File: src/rtl/bist_pkg.sv
// rtl/bist_pkg.sv - shared state encoding and helper functions for the exhaustive BIST controller
//
// Purpose:
//   FSM state encoding plus the Gray-code and MISR next-state helpers used by
//   exhaustive_bist_ctrl and bist_misr. Helpers work on HELPER_W-bit vectors;
//   callers zero-extend their operands and truncate the result.
// Contents:
//   bist_state_t  IDLE=0, RUN=1, DONE=2
//   bin2gray(x)   x ^ (x >> 1)
//   misr_next(sig, resp, poly[, w])  one MISR step for a w-bit register
package bist_pkg;

  typedef enum logic [1:0] {
    ST_IDLE = 2'd0,
    ST_RUN  = 2'd1,
    ST_DONE = 2'd2
  } bist_state_t;

  localparam int unsigned HELPER_W = 32;

  function automatic logic [HELPER_W-1:0] bin2gray(input logic [HELPER_W-1:0] x);
    return x ^ (x >> 1);
  endfunction

  // Shift left, fold the outgoing MSB back through POLY, then XOR in the response.
  // w is the live register width; bits above it are masked off.
  function automatic logic [HELPER_W-1:0] misr_next(
    input logic [HELPER_W-1:0] sig,
    input logic [HELPER_W-1:0] resp,
    input logic [HELPER_W-1:0] poly,
    input int unsigned         w = HELPER_W
  );
    logic [HELPER_W-1:0] w_mask;
    logic [HELPER_W-1:0] w_nxt;
    w_mask = (w >= HELPER_W) ? '1 : ((HELPER_W'(1) << w) - HELPER_W'(1));
    w_nxt  = (sig << 1) ^ resp;
    if (sig[w-1]) begin
      w_nxt = w_nxt ^ poly;
    end
    return w_nxt & w_mask;
  endfunction

endpackage

File: src/rtl/bist_misr.sv
// rtl/bist_misr.sv - multiple-input signature register for the exhaustive BIST controller
//
// Purpose:
//   Holds the signature. load has priority over en; with neither asserted the
//   signature is frozen.
// Ports:
//   Clk    in   1      rising-edge clock
//   Rst_n  in   1      asynchronous active-low reset, clears the signature
//   load   in   1      load seed
//   seed   in   SIG_W  value loaded on load
//   en     in   1      advance the MISR by one step using resp
//   resp   in   SIG_W  zero-extended CUT response
//   sig    out  SIG_W  current signature
module bist_misr
  import bist_pkg::*;
#(
  parameter int unsigned      SIG_W = 16,
  parameter logic [SIG_W-1:0] POLY  = SIG_W'(16'h002D)
) (
  input  logic             Clk,
  input  logic             Rst_n,
  input  logic             load,
  input  logic [SIG_W-1:0] seed,
  input  logic             en,
  input  logic [SIG_W-1:0] resp,
  output logic [SIG_W-1:0] sig
);

  logic [SIG_W-1:0] r_sig;

  always_ff @(posedge Clk or negedge Rst_n) begin
    if (!Rst_n) begin
      r_sig <= '0;
    end else if (load) begin
      r_sig <= seed;
    end else if (en) begin
      r_sig <= SIG_W'(misr_next(HELPER_W'(r_sig), HELPER_W'(resp), HELPER_W'(POLY), SIG_W));
    end
  end

  assign sig = r_sig;

endmodule

File: src/rtl/exhaustive_bist_ctrl.sv
// rtl/exhaustive_bist_ctrl.sv - exhaustive pattern sequencer with MISR compaction and pass/fail
//
// Purpose:
//   Drives all 2^N_IN patterns (binary or Gray order) into a combinational CUT,
//   holding each for HOLD cycles, compacts the responses into a MISR and
//   compares the final signature against GOLDEN.
// Ports:
//   Clk        in   1      rising-edge clock
//   Rst_n      in   1      asynchronous active-low reset
//   Start      in   1      begin a run (accepted in IDLE/DONE only)
//   Abort      in   1      abandon the run, back to IDLE without Done
//   GrayMode   in   1      0 = binary order, 1 = Gray order; latched on Start
//   Pattern    out  N_IN   stimulus to the CUT
//   CutResp    in   N_OUT  CUT response, combinational from Pattern
//   Busy       out  1      run in progress
//   Done       out  1      run complete, sticky until next Start
//   Pass       out  1      Signature == GOLDEN, valid while Done
//   Signature  out  SIG_W  current MISR value
module exhaustive_bist_ctrl
  import bist_pkg::*;
#(
  parameter int unsigned      N_IN   = 5,
  parameter int unsigned      N_OUT  = 2,
  parameter int unsigned      SIG_W  = 16,
  parameter logic [SIG_W-1:0] POLY   = SIG_W'(16'h002D),
  parameter logic [SIG_W-1:0] SEED   = '0,
  parameter logic [SIG_W-1:0] GOLDEN = '0,
  parameter int unsigned      HOLD   = 1
) (
  input  logic             Clk,
  input  logic             Rst_n,
  input  logic             Start,
  input  logic             Abort,
  input  logic             GrayMode,
  output logic [N_IN-1:0]  Pattern,
  input  logic [N_OUT-1:0] CutResp,
  output logic             Busy,
  output logic             Done,
  output logic             Pass,
  output logic [SIG_W-1:0] Signature
);

  localparam int unsigned       HOLD_W    = (HOLD > 1) ? $clog2(HOLD) : 1;
  localparam logic [HOLD_W-1:0] HOLD_LAST = HOLD_W'(HOLD - 1);

  bist_state_t      r_state;
  logic [N_IN:0]    r_idx;
  logic [HOLD_W-1:0] r_hold;
  logic             r_gray;
  logic [N_IN-1:0]  r_pattern;
  logic             r_busy;
  logic             r_done;
  logic             r_pass;

  logic             w_start;
  logic             w_in_run;
  logic             w_term;
  logic             w_hold_last;
  logic             w_sample;
  logic [N_IN:0]    w_idx_nxt;
  logic [N_IN-1:0]  w_pat_nxt;
  logic [SIG_W-1:0] w_resp;
  logic [SIG_W-1:0] w_sig;

  // Abort masks Start, so Start+Abort in IDLE/DONE leaves the FSM where it is.
  assign w_start     = (r_state != ST_RUN) && Start && !Abort;
  assign w_in_run    = (r_state == ST_RUN);
  // idx has one spare bit: idx == 2^N_IN marks the cycle after the last sample.
  assign w_term      = r_idx[N_IN];
  assign w_hold_last = (r_hold == HOLD_LAST);
  assign w_sample    = w_in_run && !Abort && !w_term && w_hold_last;
  assign w_idx_nxt   = r_idx + (N_IN+1)'(1);
  assign w_pat_nxt   = r_gray ? N_IN'(bin2gray(HELPER_W'(w_idx_nxt[N_IN-1:0])))
                              : w_idx_nxt[N_IN-1:0];
  assign w_resp      = SIG_W'(CutResp);

  bist_misr #(
    .SIG_W (SIG_W),
    .POLY  (POLY)
  ) u_misr (
    .Clk   (Clk),
    .Rst_n (Rst_n),
    .load  (w_start),
    .seed  (SEED),
    .en    (w_sample),
    .resp  (w_resp),
    .sig   (w_sig)
  );

  always_ff @(posedge Clk or negedge Rst_n) begin
    if (!Rst_n) begin
      r_state   <= ST_IDLE;
      r_idx     <= '0;
      r_hold    <= '0;
      r_gray    <= 1'b0;
      r_pattern <= '0;
      r_busy    <= 1'b0;
      r_done    <= 1'b0;
      r_pass    <= 1'b0;
    end else begin
      case (r_state)
        ST_IDLE, ST_DONE: begin
          if (w_start) begin
            r_state   <= ST_RUN;
            r_idx     <= '0;
            r_hold    <= '0;
            r_gray    <= GrayMode;
            r_pattern <= '0;  // index 0 is pattern 0 in either order
            r_busy    <= 1'b1;
            r_done    <= 1'b0;
            r_pass    <= 1'b0;
          end
        end
        ST_RUN: begin
          if (Abort) begin
            r_state <= ST_IDLE;
            r_busy  <= 1'b0;
            r_done  <= 1'b0;
          end else if (w_term) begin
            // Final MISR step landed on the previous edge, so w_sig is final here.
            r_state <= ST_DONE;
            r_busy  <= 1'b0;
            r_done  <= 1'b1;
            r_pass  <= (w_sig == GOLDEN);
          end else if (w_hold_last) begin
            r_hold <= '0;
            r_idx  <= w_idx_nxt;
            // Keep the last pattern on the CUT once the sequence is exhausted.
            if (!w_idx_nxt[N_IN]) begin
              r_pattern <= w_pat_nxt;
            end
          end else begin
            r_hold <= r_hold + HOLD_W'(1);
          end
        end
        default: begin
          r_state <= ST_IDLE;
          r_busy  <= 1'b0;
        end
      endcase
    end
  end

  assign Pattern   = r_pattern;
  assign Busy      = r_busy;
  assign Done      = r_done;
  assign Pass      = r_pass;
  assign Signature = w_sig;

endmodule

File: config.mk
export PLATFORM = sky130hd
export DESIGN_NAME = exhaustive_bist_ctrl
export DESIGN_NICKNAME = d
export VERILOG_FILES = /design/src/rtl/bist_pkg.sv /design/src/rtl/bist_misr.sv /design/src/rtl/exhaustive_bist_ctrl.sv
export SDC_FILE = /design/constraint.sdc
export NUM_CORES = 1
export LEC_CHECK = 0
export ABC_CLOCK_PERIOD_IN_PS = 4990
export BUFFER_PORTS_ARGS = -buffer_cell sky130_fd_sc_hd__buf_4
export CAP_MARGIN = 10
export CORE_MARGIN = 3
export CORE_UTILIZATION = 61
export CTS_BUF_LIST = sky130_fd_sc_hd__clkbuf_8
export CTS_CLUSTER_SIZE = 25
export DETAILED_ROUTE_END_ITERATION = 16
export GPL_TIMING_DRIVEN = 0
export PLACE_DENSITY = 0.95
export RECOVER_POWER = 100
export SLEW_MARGIN = 5
export SYNTH_ARGS = -nofsm -noshare
export SYNTH_HDL_FRONTEND = slang
export SYNTH_SLANG_ARGS = --single-unit
File: constraint.sdc
create_clock -name Clk -period 4.99 [get_ports Clk]
set_clock_uncertainty 0.15 [all_clocks]
set_input_delay 0.998 -clock Clk [delete_from_list [all_inputs] [get_ports Clk]]
set_output_delay 0.998 -clock Clk [all_outputs]
set_load 0.02 [all_outputs]
==> impl_metrics.ini <==
[clocking]
cts_resized = 0
ctsHtreeMaxLevel = 2
clk_pin_slew_ns = 0.06
cts-buffers-inserted = 5
cts_tree = done
clock-root-buffer = clkbuf_8
clkSinkCount = 33
max-clock-path-buffers = 2
post-cts-setup-buffers = 0
insertion_delay_ns = 0.29
ctsHoldBuffers = 0

[run_status]
outcome = finished with violations
violations = max-capacitance violations, max-slew violations

[worst_setup_path]
cp-startpoint = Abort
critical_path_class = input port to register
worst_ep_required_time_ns = 5.04
cp.arrival_ns = 2.53
regToRegStartpoint = r_state[1]
worstPathMaxFanout = 10
startpoint_type = input port
cp-end-kind = register

[timing]
setup_viol = 0
grt_setup_unrepaired = false
finalCritPeriodShare_pct = 49.61
period_minus_slack_ns = 2.475
slew_violations = 34
tightestPinTransition_ns = 1.739
tns_ns = 0
slew_headroom_pct = -15.91
final-hold-violation-count = 0
max_freq_mhz = 404.0

[logic_synthesis]
synth.area.top_cells = dfrtp_1 50%, nand2_1 7.9%, o21ai_2 3.7%, xnor2_1 3.7%, a21oi_1 3.3%
synth_fp_nets = 180
syn-cell-area_um2 = 1662
syn_avg_cell_area_um2 = 9.717
synthCells = 171
synth_edf_count = 0
yosysMostFrequentCell = nand2_1
synth-main-ff-cell = dfrtp_1
synthDistinctLibCells = 35
ys_async_sr_fraction_pct = 100.0
synth_common_cells = 35 x nand2_1, 33 x dfrtp_1, 11 x a21oi_1
synth-seq-cells = 33
yosys_warnings = 0
synth.top_cell.area_share_pct = 49.70
yosysSeqAreaShare_pct = 49.70
synth_top_cell_by_area = dfrtp_1

[global_route]
grt_pass1_wl_mm = 6.589
overflow = 0
antenna_found_initial = 0
grt_pass1_vias = 1375
track_usage_pct = 26.47
grt_max_degree = 34

[final_layout]
drive_gt1_share_pct = 10.10
multi_input_area_um2 = 728.2
n_antenna_cell = 0
area_growth_pct = 12.42
num-nets-final = 217
regArea_um2 = 825.8
stdcell_area_um2 = 1868
num-fill-cells = 209

[route]
totalWireLength_mm = 3.827
drt_first_pass_iters = 4
num_vias = 1401
dr.first_iter.drc_count = 42
vias_per_cell = 5.887
wl_per_cell_um = 16.08
ant_nets = 0
m1WireLength_mm = 1.503
drcViolationCount = 0
wl_met3_um = 263
route.top_layer_used = met4
wl_met2_mm = 1.946

[floorplan]
io_pins = 31
initial_core_util_pct = 65.87
rows = 18
dieArea_um2 = 3386
core_um2 = 2522
die_y_um = 58.19
die_w_um = 58.19

[power_and_ir_drop]
vdd.ir_drop.worst_v = 0.0003150
p_per_area_nw_per_um2 = 341.5
power.leakage_nw = 0.8334
total_power_mw = 0.6379

[placement]
place.gp.congestion = 0.8614
placed_area_um2 = 1924
io_buffers = 30
post-dp-hpwl_mm = 2.698

[flow_run]
maxCapViolCount = 1

[worst_hold_path]
min_path_type = register to register
min_from = Pattern[3]
[sequential cells by signal (all words and copies together), names as in the netlist]
| register | cells |
|---|---|
| u_misr.sig | 16 |
| r_idx | 6 |
| Pattern | 5 |
| r_state | 2 |
| Busy | 1 |
| Done | 1 |
| Pass | 1 |
| r_gray | 1 |
[power by group]
group / switching, mW / internal (mW)
clock: 0.0934 / 0.107
sequential: 0.0256 / 0.291
combinational: 0.0779 / 0.0432
total: 0.197 / 0.441
[metal layers]
metal / vias to the layer above / global-route usage (%)
met1: 669 / 32.85
met2: 61 / 42.90
met4: 0 / 13.91
met5: - / 0
met3: 12 / 6.236
li1: 659 / -
[final cells by class]
type / count / share of cell area, %
buffer: 10 / 2.746
clock buffer: 6 / 4.421
clock inverter: 1 / 0.2009
inverter: 4 / 0.8038
multi-input combinational: 124 / 38.98
sequential: 33 / 44.21
tap: 30 / 2.009
timing repair buffer: 30 / 6.631
[worst max-delay path, cell delays in order]
cell      delay (ns)
clkbuf_1        0.10
clkbuf_1        0.21
nor3_1          0.55
clkbuf_1        0.40
nand2_1         0.11
a21oi_1         0.15
[cells in the final DEF (no fill, tap or decap), drive strengths merged]
cell type,instances
a31oi,1
buf,7
nor3,2
mux2,1
nor4b,1
xor2,3
dfrtp,33
o21bai,2
nor4,4
and3,2
o2bb2ai,1
clkbuf,39
nor2,6
mux2i,2
o31ai,1
nand2,35
nand3,14
a21oi,11
o41ai,1
nand2b,4
nor2b,2
xnor2,7
a32o,1
nor3b,1
ha,2
a211oi,1
inv,5
o21ai,16
a22o,2
or4b,1
[worst paths after layout]
path | to | slack [ns] | cells after the start
max | u_misr.sig[6] | 2.51 | 6
min | Pattern[3] | 0.32 | 2
max reg2reg | u_misr.sig[6] | 2.92 | 6
min reg2reg | Pattern[3] | 0.32 | 2
max in group asynchronous | u_misr.sig[6] | 2.67 | 1
min in group asynchronous | r_state[1] | 1.01 | 1
[stage by stage]
step	setup WS (ns)	instances	utilization (%)	hold slack (ns)
floorplan	2.809	171	-	0.3657
global placement	2.632	231	76.29	0.3111
detailed placement	2.596	231	76.29	0.3221
CTS	2.869	238	79.71	0.3368
global route	2.310	238	74.06	0.3631
finish	2.515	238	74.06	0.3224
[cells by family after synthesis]
group                    after synthesis  share of synthesized area [%]
AND/OR/NAND/NOR                       72                          21.99
AO/OA/AOI/OAI                         37                          14.61
flip-flops                            33                          49.70
buffers and inverters                 14                          5.045
XOR/XNOR                              10                          5.271
multiplexers                           3                          1.883
adder cells (fa/ha/maj)                2                          1.506
Power figures use the tool's default switching activity.
